### src/rtl/seq11_tx.sv
// seq11_tx: serial transmitter for the "11" detector's w input.
// Shifts a parallel word out MSB-first and drives, alongside each bit, the
// output a correct "11" detector must produce, plus a saturating pair count.
module seq11_tx #(
  parameter int WIDTH = 8,
  parameter int CNT_W = 8
) (
  input  logic             Clock,
  input  logic             Reset,
  input  logic             load,
  input  logic [WIDTH-1:0] data,
  input  logic             clr,
  output logic             ready,
  output logic             w,
  output logic             active,
  output logic             last,
  output logic             exp_z,
  output logic [CNT_W-1:0] pair_cnt
);

  localparam int IW = $clog2(WIDTH);

  typedef enum logic {IDLE, SHIFT} state_t;

  state_t           state, state_n;
  logic [WIDTH-1:0] sreg, sreg_n;
  logic [IW-1:0]    idx, idx_n;
  logic             w_n;
  logic             exp_z_n;
  logic [CNT_W-1:0] cnt_n;

  // Pair counter increment that sticks at all-ones instead of wrapping.
  function automatic logic [CNT_W-1:0] sat_inc(input logic [CNT_W-1:0] v);
    return (&v) ? v : v + CNT_W'(1);
  endfunction

  // active/last/ready depend only on registered state, never on load/data.
  assign active = (state == SHIFT);
  assign last   = active && (idx == '0);
  assign ready  = !active || last;

  // Next-state, next bit, and expected detector output. The registered w is
  // the history bit: it is already 0 whenever the previous cycle was idle.
  always_comb begin
    state_n = state;
    sreg_n  = sreg;
    idx_n   = idx;
    w_n     = 1'b0;
    case (state)
      IDLE: begin
        if (load) begin
          state_n = SHIFT;
          sreg_n  = data;
          w_n     = data[WIDTH-1];
          idx_n   = IW'(WIDTH-1);
        end
      end
      SHIFT: begin
        if (idx != '0) begin
          w_n   = sreg[idx - IW'(1)];
          idx_n = idx - IW'(1);
        end else if (load) begin
          // Back-to-back word: start the next one with no idle gap.
          sreg_n = data;
          w_n    = data[WIDTH-1];
          idx_n  = IW'(WIDTH-1);
        end else begin
          state_n = IDLE;
          idx_n   = '0;
        end
      end
      default: state_n = IDLE;
    endcase
    exp_z_n = w_n & w;
    if (clr)
      cnt_n = '0;
    else if (exp_z_n)
      cnt_n = sat_inc(pair_cnt);
    else
      cnt_n = pair_cnt;
  end

  // State register; an asynchronous reset aborts any word in flight.
  always_ff @(posedge Clock or posedge Reset) begin
    if (Reset) begin
      state    <= IDLE;
      sreg     <= '0;
      idx      <= '0;
      w        <= 1'b0;
      exp_z    <= 1'b0;
      pair_cnt <= '0;
    end else begin
      state    <= state_n;
      sreg     <= sreg_n;
      idx      <= idx_n;
      w        <= w_n;
      exp_z    <= exp_z_n;
      pair_cnt <= cnt_n;
    end
  end

endmodule

### config.mk
export PLATFORM = sky130hd
export DESIGN_NAME = seq11_tx
export DESIGN_NICKNAME = d
export VERILOG_FILES = /design/src/rtl/seq11_tx.sv
export SDC_FILE = /design/constraint.sdc
export NUM_CORES = 1
export LEC_CHECK = 0
export CORE_ASPECT_RATIO = 1.1
export CORE_MARGIN = 5
export CORE_UTILIZATION = 40
export CTS_BUF_LIST = sky130_fd_sc_hd__clkbuf_2
export DETAILED_ROUTE_END_ITERATION = 16
export PLACE_DENSITY = 0.65
export SYNTH_ARGS = -nofsm -noshare
export SYNTH_HDL_FRONTEND = slang
export SYNTH_SLANG_ARGS = --single-unit
export TNS_END_PERCENT = 30
### constraint.sdc
create_clock -name Clock -period 2.2 [get_ports Clock]
set_input_delay 0.33 -clock Clock [delete_from_list [all_inputs] [get_ports Clock]]
set_output_delay 0.33 -clock Clock [all_outputs]
set_load 0.02 [all_outputs]
Word level (Yosys, flattened, before mapping) --
Cells that the tools add are included.
Word-level totals: output and inout port bits 13, word-level logic and storage cells 40, bits of input ports 12, register bits after elaboration 22
Operators by class: $lt $le $gt $ge 1, mux-type cells 18, bitwise operators 2, add/subtract/negate cells 2, reduce and logical (&&, ||, !) cells 8, eq/ne operators 3
Operators with widths (count):
- two-way mux 8 bit | 5
- case mux 8 bit (2 select lines) | 1
- two-way mux 3 bit | 3
- adder 8 x 1 -> 8 bit, second input constant | 1
- AND reduction 8 bit | 1
- inequality test 2 bit, second input constant | 3
- case mux 3 bit (2 select lines) | 1
- two-way mux 1 bit | 5
- less-than comparator 3 x 4 -> 1 bit, second input constant | 1
- case mux 1 bit (2 select lines) | 2
- binary-select mux 1 bit (select 3 bit) | 1
- zero test 3 bit | 1
- nonzero test 3 bit | 1
- subtractor 3 x 1 -> 3 bit, second input constant | 1
- AND reduction 2 bit | 1
- nonzero test 2 bit | 1
- AND 1 bit | 1
- logical AND 1 bit | 1
- zero test 1 bit | 1
- logical OR 1 bit | 1
- inverter 1 bit | 1

Logic depth before layout (Yosys ltp) --
depth after elaboration 8, mapped depth 8, depth with buffers taken out 7

Worst setup path after synthesis --
OpenSTA, ideal clock, no wires.
path type reg2reg, from reg idx[0], to reg sreg[0], clock period less this slack 1.995 ns, data arrival time 1.870 ns, setup time 0.125 ns, setup slack 0.205 ns, buffers on the path 0, stages on the path, launching flop included 7, required time 2.075 ns, path through dfrtp_1 > inv_1 > ha_1 > inv_1 > o21ai_1 > nand2_1 > mux2_2
On the way: word-level cells in the longest chain between the ends 2
RTL lines:
- start: declaration | line 27 | logic [IW-1:0] idx, idx_n;
- start signal: assignment | line 95 | idx <= idx_n;
- nonzero test 3 bit | line 59 | if (idx != '0) begin
- inequality test 2 bit (no source line)
- end signal: assignment | line 94 | sreg <= sreg_n;
- end: declaration | line 26 | logic [WIDTH-1:0] sreg, sreg_n;
Every way passes these cells. A chain may end at the register's enable or synchronous reset.

Worst setup path in the final report --
from reg idx[0], to reg pair_cnt[5]
On the way: word-level cells in the longest chain between the ends 8, elaborated cells on any way between the ends 9, classes of those cells add/sub (1); mux (4); bitwise (1); reduce/logical (3)
RTL lines:
- subtractor 3 x 1 -> 3 bit | line 60 | w_n = sreg[idx - IW'(1)];
- binary-select mux 1 bit (select 3 bit) | line 60
- two-way mux 1 bit (implied by the code) | line 60
- two-way mux 1 bit (*) | line 59
- case mux 1 bit (2 select lines) (*) | line 49 | case (state)
- AND 1 bit (*) | line 74 | exp_z_n = w_n & w;
- nonzero test 2 bit (no source line) (*)
- AND reduction 2 bit (no source line) (*)
- end signal: assignment | line 98 | pair_cnt <= cnt_n;
- end: declaration | line 18 | output logic [CNT_W-1:0] pair_cnt
Mark *: on every way between the ends. The rest lies on a longest branch, timed or not. The select of a mux whose other input is x is not followed.

==> impl_metrics.toml <==
[synthesis]
ys_seq_area_share_pct = 46.7
synthAdderAreaFrac_pct = 3.18
synth_compound_area_share_pct = 11.1
syn_avg_cell_area_sq_um = 11.3
synth_area_sq_um = 1180
synth_xor_area_share_pct = 0
yosys.area_share.simple_pct = 19.2
syn_nets = 119
synth_seq_cells = 22
synth_top_family_by_area = "simple AND/OR/NAND/NOR gates"
synth.mux.area_fraction_pct = 16.2
syn_inst = 104
yosys_warnings = 0
synthDistinctLibCells = 30

[grt]
grt_pass1_vias = 921
grt_antenna_before_repair = 0
grt_overflow_total = 0
grt_pass1_wl_um = 4000
grt_usage_pct = 12.7
grt_max_degree = 23

[sta]
setup_viol = 0
max_slew.worst_pin.slew_ns = 0.426
period_share_pct = 92.1
whs_ns = 0.296
fin_setup_tns_ns = 0
period_needed_ns = 2.03
hold_viol = 0
grt_setup_unrepaired = "no"
fmax_mhz = 494
finClkSkew_ns = 0.00214
finalWorstSetupSlack_ns = 0.174
max_slew_margin_pct = 71.5
slew_viol_final = 0

[drt]
drtAntennaViolNets = 0
drt_iter0_drc = 25
dr.pass1.iters = 2
viasPerCell = 5.30
routed_wl_um = 2290
via_count = 895
routedWlPerCell_um = 13.5
drc = 0

[critical_path]
crit_path_top_delay_cell = "dfrtp_1"
worstPathMaxFanout = 5
worstPathRequired_ns = 2.45
rr_endpoint = "pair_cnt[5]$_DFFE_PP0P_"
crit_chain = "inv_1 > ha_1 > nor3_1 > o211ai_2 > a31oi_4 > and3_1 > mux2_4"
crit_buf_inv = 1
critPathCaptureType = "register"
regToRegSetupSlack_ns = 0.17
reg2regPathDepth = 7
startpoint_type = "register"
cp.depth = 7
worst_path_dominant_cell_family = "simple AND/OR/NAND/NOR gates"
r2r-start = "idx[0]$_DFFE_PP0P_"
cp_data_arrival_time_ns = 2.27
path_class = "register to register"
slowest_delay_ns = 0.42

[hold_path]
min_path_type = "primary input to async pin"

[die]
placementRows = 20
design.die.area_sq_um = 4130
die_w_um = 61.8
die_y_um = 66.9
core_area_sq_um = 2800
start_util_pct = 42.1
ios = 25

[clock_tree]
cts_inserted_buffers = 3
clk_path_buf_depth = 2
cts_tree = "done"
cts_sinks = 22
path_clk_slew_ns = 0.21
cts-root-buf = "clkbuf_2"
cts_hold_buf = 0
cts_htree_levels = 1
worst_skew_pair.late_latency_ns = 0.33

[flow_run]
drv_cap = 0

[cells_and_area]
fin_cells = 169
diodes = 0
nNetsFinal = 152
area_growth_pct = 30.0
post-route-util_pct = 54.7
drive_gt1_share_pct = 18.4

[placement]
post-dp-hpwl_um = 1710
io_buffers = 24
place.gp.congestion = 0.694
place_ws_ns = 0.133
dp.cells = 163

[power]
power.leakage_nw = 0.695
p_sw_w = 0.000564
power.internal_w = 0.00108
p_per_area_nw_per_um2 = 1070
max-vdd-ir-drop_mv = 0.604
combPwrFrac_pct = 45.2
swShare_pct = 34.4
pwr-share-clk_pct = 17.3
seqPwrFrac_pct = 37.5

[outcome]
status = "completed"
## per-layer routing
layer | vias up | share of wire (%) | track usage, %
li1 | 437 | - | -
met5 | - | 0 | 0
met4 | 0 | 0 | 1.59
met3 | 0 | 4.8 | 4.46
met2 | 14 | 53 | 21.6
met1 | 444 | 42 | 15.7
## worst register-to-register path, delay by kind of cell (launching register included)
| family | cells | cell delay (ns) |
|---|---|---|
| compound gates | 2 | 0.38 |
| fa+ha+maj | 1 | 0.25 |
| buf+inv | 1 | 0.08 |
| flops | 1 | 0.42 |
| mux | 1 | 0.30 |
| simple gates | 2 | 0.52 |
## layout by cell type (no fill, tap or decap), types with 2 or more instances in the layout
cell and count:
dfrtp_1 22, nor2_1 9, clkdlybuf4s50_1 22, a31oi_1 2, nor2b_1 6, ha_1 3
mux2_2 7, mux2_4 4, nor3_1 2, clkbuf_2 3, nand2_1 5, buf_4 6
and3_1 6, o211ai_2 2, nand2b_1 3, nand3_1 5, mux4_1 2, o21ai_1 3
o211ai_1 2, dlygate4sd2_1 2, inv_1 7, and2_1 2
## cells by family (layout without fill, tap and decap cells)
group / count (synthesis) / count (layout)
muxes: 13 / 13
buffers and inverters: 9 / 41
and+or+nand+nor: 42 / 42
AOI/OAI and AO/OA: 15 / 15
DFF: 22 / 22
adders and majority gates: 3 / 3
## stage by stage
stage / area (sq um) / total power [W]
floorplan: 1180 / 0.00115
global placement: 1480 / 0.00133
detailed placement: 1480 / 0.00135
CTS: 1520 / 0.00163
global route: 1530 / 0.00176
finish: 1530 / 0.00164
## synth_stat cells
| master | n | area, sq um |
|---|---|---|
| o21ai_0 | 1 | 5.00 |
| ha_1 | 3 | 37.5 |
| nand2_1 | 5 | 18.8 |
| nor2_1 | 9 | 33.8 |
| a211oi_2 | 1 | 12.5 |
| o221ai_1 | 1 | 8.76 |
| o211ai_2 | 2 | 25.0 |
| o211ai_1 | 2 | 15.0 |
| nand2b_1 | 3 | 18.8 |
| nor3b_1 | 1 | 7.51 |
| a31oi_1 | 2 | 12.5 |
| o21ai_1 | 3 | 15.0 |
| a31oi_4 | 1 | 21.3 |
| clkbuf_1 | 1 | 3.75 |
| nor2b_1 | 6 | 37.5 |
| mux2_2 | 7 | 78.8 |
| buf_6 | 1 | 11.3 |
| and2_1 | 2 | 12.5 |
| dfrtp_1 | 22 | 551 |
| inv_1 | 7 | 26.3 |
| mux4_1 | 2 | 52.6 |
| nand3_1 | 5 | 25.0 |
| nand4_1 | 1 | 6.26 |
| and3_1 | 6 | 37.5 |
| nor3_1 | 2 | 10.0 |
| nand4b_1 | 1 | 8.76 |
| o31a_1 | 1 | 8.76 |
| a211oi_1 | 1 | 7.51 |
| and4b_1 | 1 | 10.0 |
| mux2_4 | 4 | 60.1 |
## flip-flops by register name (all words and copies together), names as in the netlist
register  flops
idx           3
active        1
w             1
exp_z         1
sreg          8
pair_cnt      8
## worst max-delay path by stage
stage                                  start                      end  slack [ns]
after detailed placement  idx[0]$_DFFE_PP0P_  pair_cnt[2]$_DFFE_PP0P_        0.13
final                     idx[0]$_DFFE_PP0P_  pair_cnt[5]$_DFFE_PP0P_        0.17
after global routing      idx[0]$_DFFE_PP0P_  pair_cnt[2]$_DFFE_PP0P_        0.04
after global placement    idx[0]$_DFFE_PP0P_  pair_cnt[5]$_DFFE_PP0P_        0.22
after floorplan           idx[0]$_DFFE_PP0P_      sreg[0]$_DFFE_PP0P_        0.20
after CTS                 idx[0]$_DFFE_PP0P_  pair_cnt[5]$_DFFE_PP0P_        0.09
## area by class of cell
cell class,instances,area [sq um]
inverter,7,26.3
clock inverter,1,30.0
tap,33,41.3
clock buffer,3,15.0
sequential,22,551
fill,255,1270
multi-input combinational,73,587
timing repair buffer,30,283
## timing repair
action | 4_1_cts | 5_1_grt
setup endpoints to repair | 2 | 6
gates cloned | 0 | 0
hold endpoints to repair | 0 | 0
setup buffers | 0 | 2
gates resized for setup | 2 | 0
## power groups by stage
stage	Sequential [W]	Clock [W]	Combinational (W)
floorplan	0.000629	0	0.000520
global placement	0.000629	0	0.000701
detailed placement	0.000632	0	0.000721
CTS	0.000623	0.000293	0.000718
global route	0.000637	0.000301	0.000822
finish	0.000616	0.000283	0.000742
Note: power is estimated with default switching activity, not from simulation.
